==> config.mk <==
export PLATFORM = sky130hd
export DESIGN_NAME = aplic_src_gateway
export DESIGN_NICKNAME = d
export VERILOG_FILES = /design/src/rtl/aplic_pkg.sv /design/src/rtl/aplic_src_chan.sv /design/src/rtl/aplic_src_gateway.sv
export SDC_FILE = /design/constraint.sdc
export NUM_CORES = 1
export LEC_CHECK = 0
export CELL_PAD_IN_SITES_DETAIL_PLACEMENT = 1
export CELL_PAD_IN_SITES_GLOBAL_PLACEMENT = 1
export CORE_UTILIZATION = 45
export DETAILED_ROUTE_END_ITERATION = 7
export GPL_TIMING_DRIVEN = 1
export PLACE_DENSITY_LB_ADDON = 0.1
export REMOVE_ABC_BUFFERS = 1
export SYNTH_ARGS = -nofsm -noshare
export SYNTH_HDL_FRONTEND = slang
export SYNTH_SLANG_ARGS = --single-unit
export TNS_END_PERCENT = 5
==> constraint.sdc <==
create_clock -name i_clk -period 1.55 [get_ports i_clk]
set_input_delay 0.2325 -clock i_clk [delete_from_list [all_inputs] [get_ports i_clk]]
set_output_delay 0.2325 -clock i_clk [all_outputs]
set_load 0.005 [all_outputs]
==> src/rtl/aplic_pkg.sv <==
// Shared APLIC types: source modes and gateway limits.
// Includes the per-mode rectify function used by every source channel.
package aplic_pkg;

  localparam int unsigned AplicMaxSyncLevels = 4;

  typedef enum logic [2:0] {
    SM_INACTIVE = 3'd0,
    SM_DETACHED = 3'd1,
    SM_EDGE1    = 3'd4,
    SM_EDGE0    = 3'd5,
    SM_LEVEL1   = 3'd6,
    SM_LEVEL0   = 3'd7
  } src_mode_e;

  // Reserved encodings 2 and 3 fall into the default arm and read 0.
  function automatic logic rectify(
    input logic [2:0] mode,
    input logic       lvl
  );
    logic r;
    case (mode)
      SM_EDGE1,
      SM_LEVEL1: r = lvl;
      SM_EDGE0,
      SM_LEVEL0: r = ~lvl;
      default:   r = 1'b0;
    endcase
    return r;
  endfunction

endpackage

==> src/rtl/aplic_src_chan.sv <==
// One interrupt source: synchronizer, glitch filter, rectifier
// and the registered level / pending-set pulse outputs.
module aplic_src_chan
  import aplic_pkg::*;
#(
  parameter int unsigned NrSyncLevels = 2,
  parameter int unsigned FilterW      = 4
) (
  input  logic               i_clk,
  input  logic               i_rst,
  input  logic               i_src,
  input  logic [2:0]         i_mode,
  input  logic [FilterW-1:0] i_filter_len,
  output logic               o_rectified,
  output logic               o_set_pend
);

  logic [NrSyncLevels-1:0] sync_q, sync_d;
  logic [FilterW-1:0]      cnt_q, cnt_d;
  logic                    f_q, f_d;
  logic [2:0]              mode_q;
  logic                    rect_q, pend_q;
  logic                    s, r, mode_chg, pend_d;

  assign s = sync_q[NrSyncLevels-1];

  always_comb begin
    sync_d = {sync_q[NrSyncLevels-2:0], i_src};
    f_d    = f_q;
    cnt_d  = cnt_q;
    if (s == f_q) begin
      cnt_d = '0;
    end else if (cnt_q == i_filter_len) begin
      f_d   = s;
      cnt_d = '0;
    end else begin
      cnt_d = cnt_q + 1'b1;
    end
  end

  // rect_q doubles as r_prev: it always holds last cycle's r.
  always_comb begin
    r        = rectify(i_mode, f_q);
    mode_chg = (i_mode != mode_q);
    pend_d   = r & ~rect_q & ~mode_chg;
  end

  always_ff @(posedge i_clk) begin
    if (i_rst) begin
      sync_q <= '0;
      cnt_q  <= '0;
      f_q    <= 1'b0;
      mode_q <= 3'd0;
      rect_q <= 1'b0;
      pend_q <= 1'b0;
    end else begin
      sync_q <= sync_d;
      cnt_q  <= cnt_d;
      f_q    <= f_d;
      mode_q <= i_mode;
      rect_q <= r;
      pend_q <= pend_d;
    end
  end

  assign o_rectified = rect_q;
  assign o_set_pend  = pend_q;

endmodule

==> src/rtl/aplic_src_gateway.sv <==
// APLIC interrupt-source front end: one independent channel
// per source line feeding the domain pending/enable logic.
module aplic_src_gateway
  import aplic_pkg::*;
#(
  parameter int unsigned NrSources    = 32,
  parameter int unsigned NrSyncLevels = 2,
  parameter int unsigned FilterW      = 4
) (
  input  logic                   i_clk,
  input  logic                   i_rst,
  input  logic [NrSources-1:0]   i_irq_sources,
  input  logic [3*NrSources-1:0] i_src_mode,
  input  logic [FilterW-1:0]     i_filter_len,
  output logic [NrSources-1:0]   o_rectified,
  output logic [NrSources-1:0]   o_set_pend
);

  for (genvar i = 0; i < NrSources; i++) begin : g_chan
    aplic_src_chan #(
      .NrSyncLevels (NrSyncLevels),
      .FilterW      (FilterW)
    ) u_chan (
      .i_clk        (i_clk),
      .i_rst        (i_rst),
      .i_src        (i_irq_sources[i]),
      .i_mode       (i_src_mode[3*i +: 3]),
      .i_filter_len (i_filter_len),
      .o_rectified  (o_rectified[i]),
      .o_set_pend   (o_set_pend[i])
    );
  end

endmodule
---- After elaboration in Yosys (flattened, before gate mapping) ----
Index checks and enable logic that the tools add are counted.
Widths: inputs -> output; s select.
cells by class
  equality and inequality tests ........... 224
  add/subtract/negate cells ............... 32
  mux-type cells .......................... 32
  bitwise operators ....................... 192
  reductions and logical operators ........ 128
operators by type and width
  kind                 number
  $eq 3x3->1 const B   128
  $add 4x1->4 const B  32
  $eq 4x4->1           32
  $not 1->1            128
  $reduce_or 2->1      64
  $ne 3x3->1           32
  $reduce_or 3->1      32
  $and 1x1->1          64
  $pmux 1 s2           32
  $reduce_and 2->1     32
  $eq 1x1->1           32
storage, ports and cells
  input port bits ......................... 134
  register bits after elaboration ......... 384
  word-level logic and storage cells ...... 800
  output and inout bits ................... 64

---- Longest topological paths before layout ----
  depth after elaboration ................. 5
  depth in mapped cells ................... 5
  gate-level depth less buffers ........... 3

---- By module ----
Synthesis repeated with hierarchy kept, for this count alone.
unflattened totals
  cell total of the unflattened synthesis .. 1344
  area, all modules ....................... 15254.6 µm²
by module, submodules not included
  module          area an instance (µm²)  seq. area each (µm²)  cells an instance  instances
  aplic_src_chan  476.7                   240.2                 42                 32

---- Worst setup path after synthesis ----
Ideal clock, no wire load.
  path kind ............................... input -> register
  from .................................... in i_filter_len[1]
  to ...................................... reg g_chan[0].u_chan.f_q
  setup slack ............................. 252 ps
  required time ........................... 1478 ps
  arrival ................................. 1226 ps
  setup time .............................. 72 ps
  stages .................................. 5
  buffers on the path ..................... 2
  path through ............................ buf_6 -> buf_12 -> xor2_2 -> nor4_4 -> mux2i_1
on the way
  longest elaborated chain between the ends .. 2
RTL lines
  item                               RTL line                 source
  start: declaration                 aplic_src_gateway.sv:14  input logic [FilterW-1:0] i_filter_len,
  $eq 4x4->1                         aplic_src_chan.sv:33     end else if (cnt_q == i_filter_len) begin
  $reduce_and 2->1 (no source line)  n/a
  end signal: assignment             aplic_src_chan.sv:52     f_q <= 1'b0;
  end signal: assignment             aplic_src_chan.sv:59     f_q <= f_d;
  end: declaration                   aplic_src_chan.sv:20     logic f_q, f_d;
No other way between the ends.
A chain may end at the register's enable or synchronous reset.

---- Worst setup path in the final report ----
  from .................................... reg g_chan[25].u_chan.rect_q
  to ...................................... out o_rectified[25]
RTL lines
  item                      RTL line                 source
  start: declaration        aplic_src_chan.sv:22     logic rect_q, pend_q;
  start signal: assignment  aplic_src_chan.sv:61     rect_q <= r;
  end: declaration          aplic_src_gateway.sv:15  output logic [NrSources-1:0] o_rectified,
No word-level cell between the ends.

==> run_results.csv <==
group,metric,value,unit
die,die_x,193.5,microns
sta,setup_viol,0,
die,num_rows,69,
critical_path,critPathSlowestCell,"dfxtp_1",
yosys,ys_ff_latch,384,
layout,diodes,0,
drt,drc_errors,9,
outcome,violations,"design-rule violations",
sta,tns,0,ps
layout,final_cell_area,20180,sq um
critical_path,crit_arrival,1130,ps
grt,grt_overflow,0,
critical_path,cp_cell_sequence,"dlygate4sd2_1",
die,core_region_area,35830,sq um
outcome,outcome,"finished, violations left",
sta,rsz0062_at_grt,"no",
yosys,avgSynthCellArea,11.36,sq um
grt,antenna_found_initial,0,
sta,slew_headroom,71.49,%
yosys,synth_cell_types,25,
critical_path,endpoint_kind,"output pin",
clocking,cts_inserted_buffers,44,
grt,grt_pass1_wl,51830,microns
drt,via_per_inst,4.701,
drt,vias,9951,
clocking,clkSlewWorstSetupHoldPaths,60,ps
sta,worstMarginPinSlew,424.5,ps
grt,grt_pass1_vias,10810,
drt,dr.pass1.iters,6,
grt,grt_start_max_net_pins,34,
critical_path,critPathBufInv,1,
yosys,synthesis.area,16500,sq um
clocking,cts_buffer_depth,3,
sta,finalHoldViolations,0,
sta,layout_min_cycle_time,1364,ps
power,power_density,1143,nW/um^2
clocking,h-tree-depth,2,
die,die_h,193.5,microns
grt,grtUsageTotal,16.54,%
sta,maxSlewViolCount,0,
drt,first_iter_violations,204,
yosys,ys_warn_count,0,
clocking,root_buffer,"clkbuf_16",
clocking,cts_tree,"built",
layout,drive_gt1_share,12.44,%
placement,postPlaceCellArea,18680,sq um
run,maxCapViolations,0,
sta,fin_crit_sh,88.02,%
drt,antenna_left,0,
drt,wirelength,29910,microns
die,dieArea,37430,sq um
placement,place_congestion,0.7326,
layout,area_growth,22.30,%
placement,portBuffers,197,
placement,hpwl,20970,microns
sta,skew,15.01,ps
critical_path,worst-endpoint-required,1320,ps
critical_path,crit_family,"flip-flops",
drt,wl_per_cell,14.13,microns
power,irDropWorstVdd,0.0007107,V
critical_path,start_kind,"flip-flop",
clocking,insertion_delay,530,ps
yosys,syn_inst,1452,
critical_path,critPathMaxStageDelay,350,ps
critical_path,cp_max_fo,2,
clocking,clock_sinks,384,
die,io_pins,198,
worst_hold_path,hp-class,"input pin to flip-flop",
yosys,seq_area_frac_synth,46.60,%
sta,max_freq,732.9,MHz
critical_path,crit_type,"flip-flop to output pin",
layout,fin_nets,1789,
die,initial_core_util,46.05,%
power,power.leakage,8.171,nW
==> worst paths after layout <==
check,from,end,slack [ps],cells after the start
worst max-delay path,g_chan[25].u_chan.o_rectified,o_rectified[25],190,1
worst min-delay path,i_irq_sources[3],g_chan[3].u_chan.sync_q[0],250,2
worst max register to register,g_chan[31].u_chan.cnt_q[1],g_chan[31].u_chan.f_q,210,3
worst min register to register,g_chan[23].u_chan.o_rectified,g_chan[23].u_chan.o_set_pend,410,1
==> final cells by class <==
type / instances / area (sq um)
fill: 3699 / 15650
multi-input combinational: 960 / 8029
sequential: 384 / 7690
timing repair buffer: 233 / 2313
clock buffer: 69 / 1366
tap: 461 / 576.8
clock inverter: 10 / 200.2
==> per-stage QoR <==
| step | setup WS [ps] | power (mW) | hold slack (ps) | utilization [%] | instances |
|---|---|---|---|---|---|
| after floorplan | 404.5 | 11.40 | 304.1 | - | 1344 |
| after global placement | 32.59 | 12.32 | 401.0 | 52.13 | 2037 |
| after detailed placement | -0.5121 | 12.38 | 408.4 | 52.13 | 2037 |
| after CTS | 139.8 | 23.45 | 222.7 | 56.31 | 2117 |
| after global routing | 114.1 | 24.08 | 238.9 | 56.31 | 2117 |
| final | 185.6 | 23.06 | 254.1 | 56.31 | 2117 |
==> cell usage in the layout (no fill, tap or decap) <==
| master | n |
|---|---|
| xnor2_1 | 94 |
| nor4_4 | 32 |
| ha_1 | 32 |
| nor3_1 | 99 |
| nor3b_1 | 32 |
| clkinv_2 | 4 |
| bufinv_16 | 6 |
| xor2_1 | 190 |
| dlygate4sd3_1 | 1 |
| nand4_1 | 3 |
| nand3_1 | 32 |
| buf_12 | 13 |
| buf_2 | 2 |
| nand2_1 | 27 |
| clkdlybuf4s50_1 | 128 |
| and4_1 | 2 |
| clkbuf_1 | 9 |
| nor4b_1 | 27 |
| dfxtp_1 | 382 |
| nand2b_1 | 100 |
| a21boi_0 | 2 |
| mux2i_1 | 34 |
| dfxtp_2 | 2 |
| xor2_2 | 62 |
| buf_6 | 1 |
| clkbuf_8 | 15 |
| clkbuf_16 | 45 |
| and2_1 | 30 |
| dlygate4sd2_1 | 64 |
| nor2b_1 | 162 |
| buf_4 | 24 |
==> cell usage after synthesis (all sizes together) <==
library cell | number | area share (%)
and2 | 30 | 1.1
nor3b | 32 | 1.5
xor2 | 252 | 16
nand3 | 32 | 0.97
xnor2 | 94 | 5.0
nor4 | 32 | 4.1
a21boi | 2 | 0.091
clkbuf | 25 | 0.57
mux2i | 34 | 2.1
buf | 83 | 4.2
nor4b | 27 | 1.4
nand2 | 27 | 0.61
ha | 32 | 2.4
and4 | 2 | 0.11
nand2b | 100 | 3.8
dfxtp | 384 | 47
nand4 | 3 | 0.11
nor3 | 99 | 3.0
nor2b | 162 | 6.1
==> per-layer routing <==
| layer | global-route usage (%) | wire length, microns | part of all wire [%] | vias up |
|---|---|---|---|---|
| li1 | - | - | - | 4972 |
| met1 | 19.81 | 13080 | 44 | 4807 |
| met2 | 30.03 | 15220 | 51 | 134 |
| met3 | 3.156 | 1101 | 3.7 | 38 |
| met4 | 4.563 | 506 | 1.7 | 0 |
| met5 | 0 | 0 | 0 | - |
==> kinds of logic after synthesis <==
group | share of synthesized area, %
xor gates and xnor gates | 21.19
AOI/OAI and AO/OA | 0.09099
muxes | 2.063
DFF | 46.60
adders and majority gates | 2.427
buffers and inverters | 4.733
and+or+nand+nor | 22.90
==> state kept, by name, indices dropped and copies added, names as in the netlist <==
register	flops
g_chan.u_chan.mode_q	96
g_chan.u_chan.f_q	32
g_chan.u_chan.o_rectified	32
g_chan.u_chan.sync_q	64
g_chan.u_chan.cnt_q	128
g_chan.u_chan.o_set_pend	32
==> report_power, final <==
group          internal (mW)  leakage, nW  total [mW]  switching (mW)
registers               10.2         3.14        10.3           0.159
clock network           7.02        0.773        11.0            3.94
logic                  0.974         4.25        1.78           0.801
total                   18.2         8.17        23.1            4.90
==> timing repair <==
item / in CTS / in global routing
resized for setup: 66 / 0
buffers inserted: 0 / 0
hold buffers: 1 / 0
hold endpoints to repair: 3 / 0
endpoints found under the setup margin: 64 / 0
Note: power is estimated with default switching activity, not from simulation.
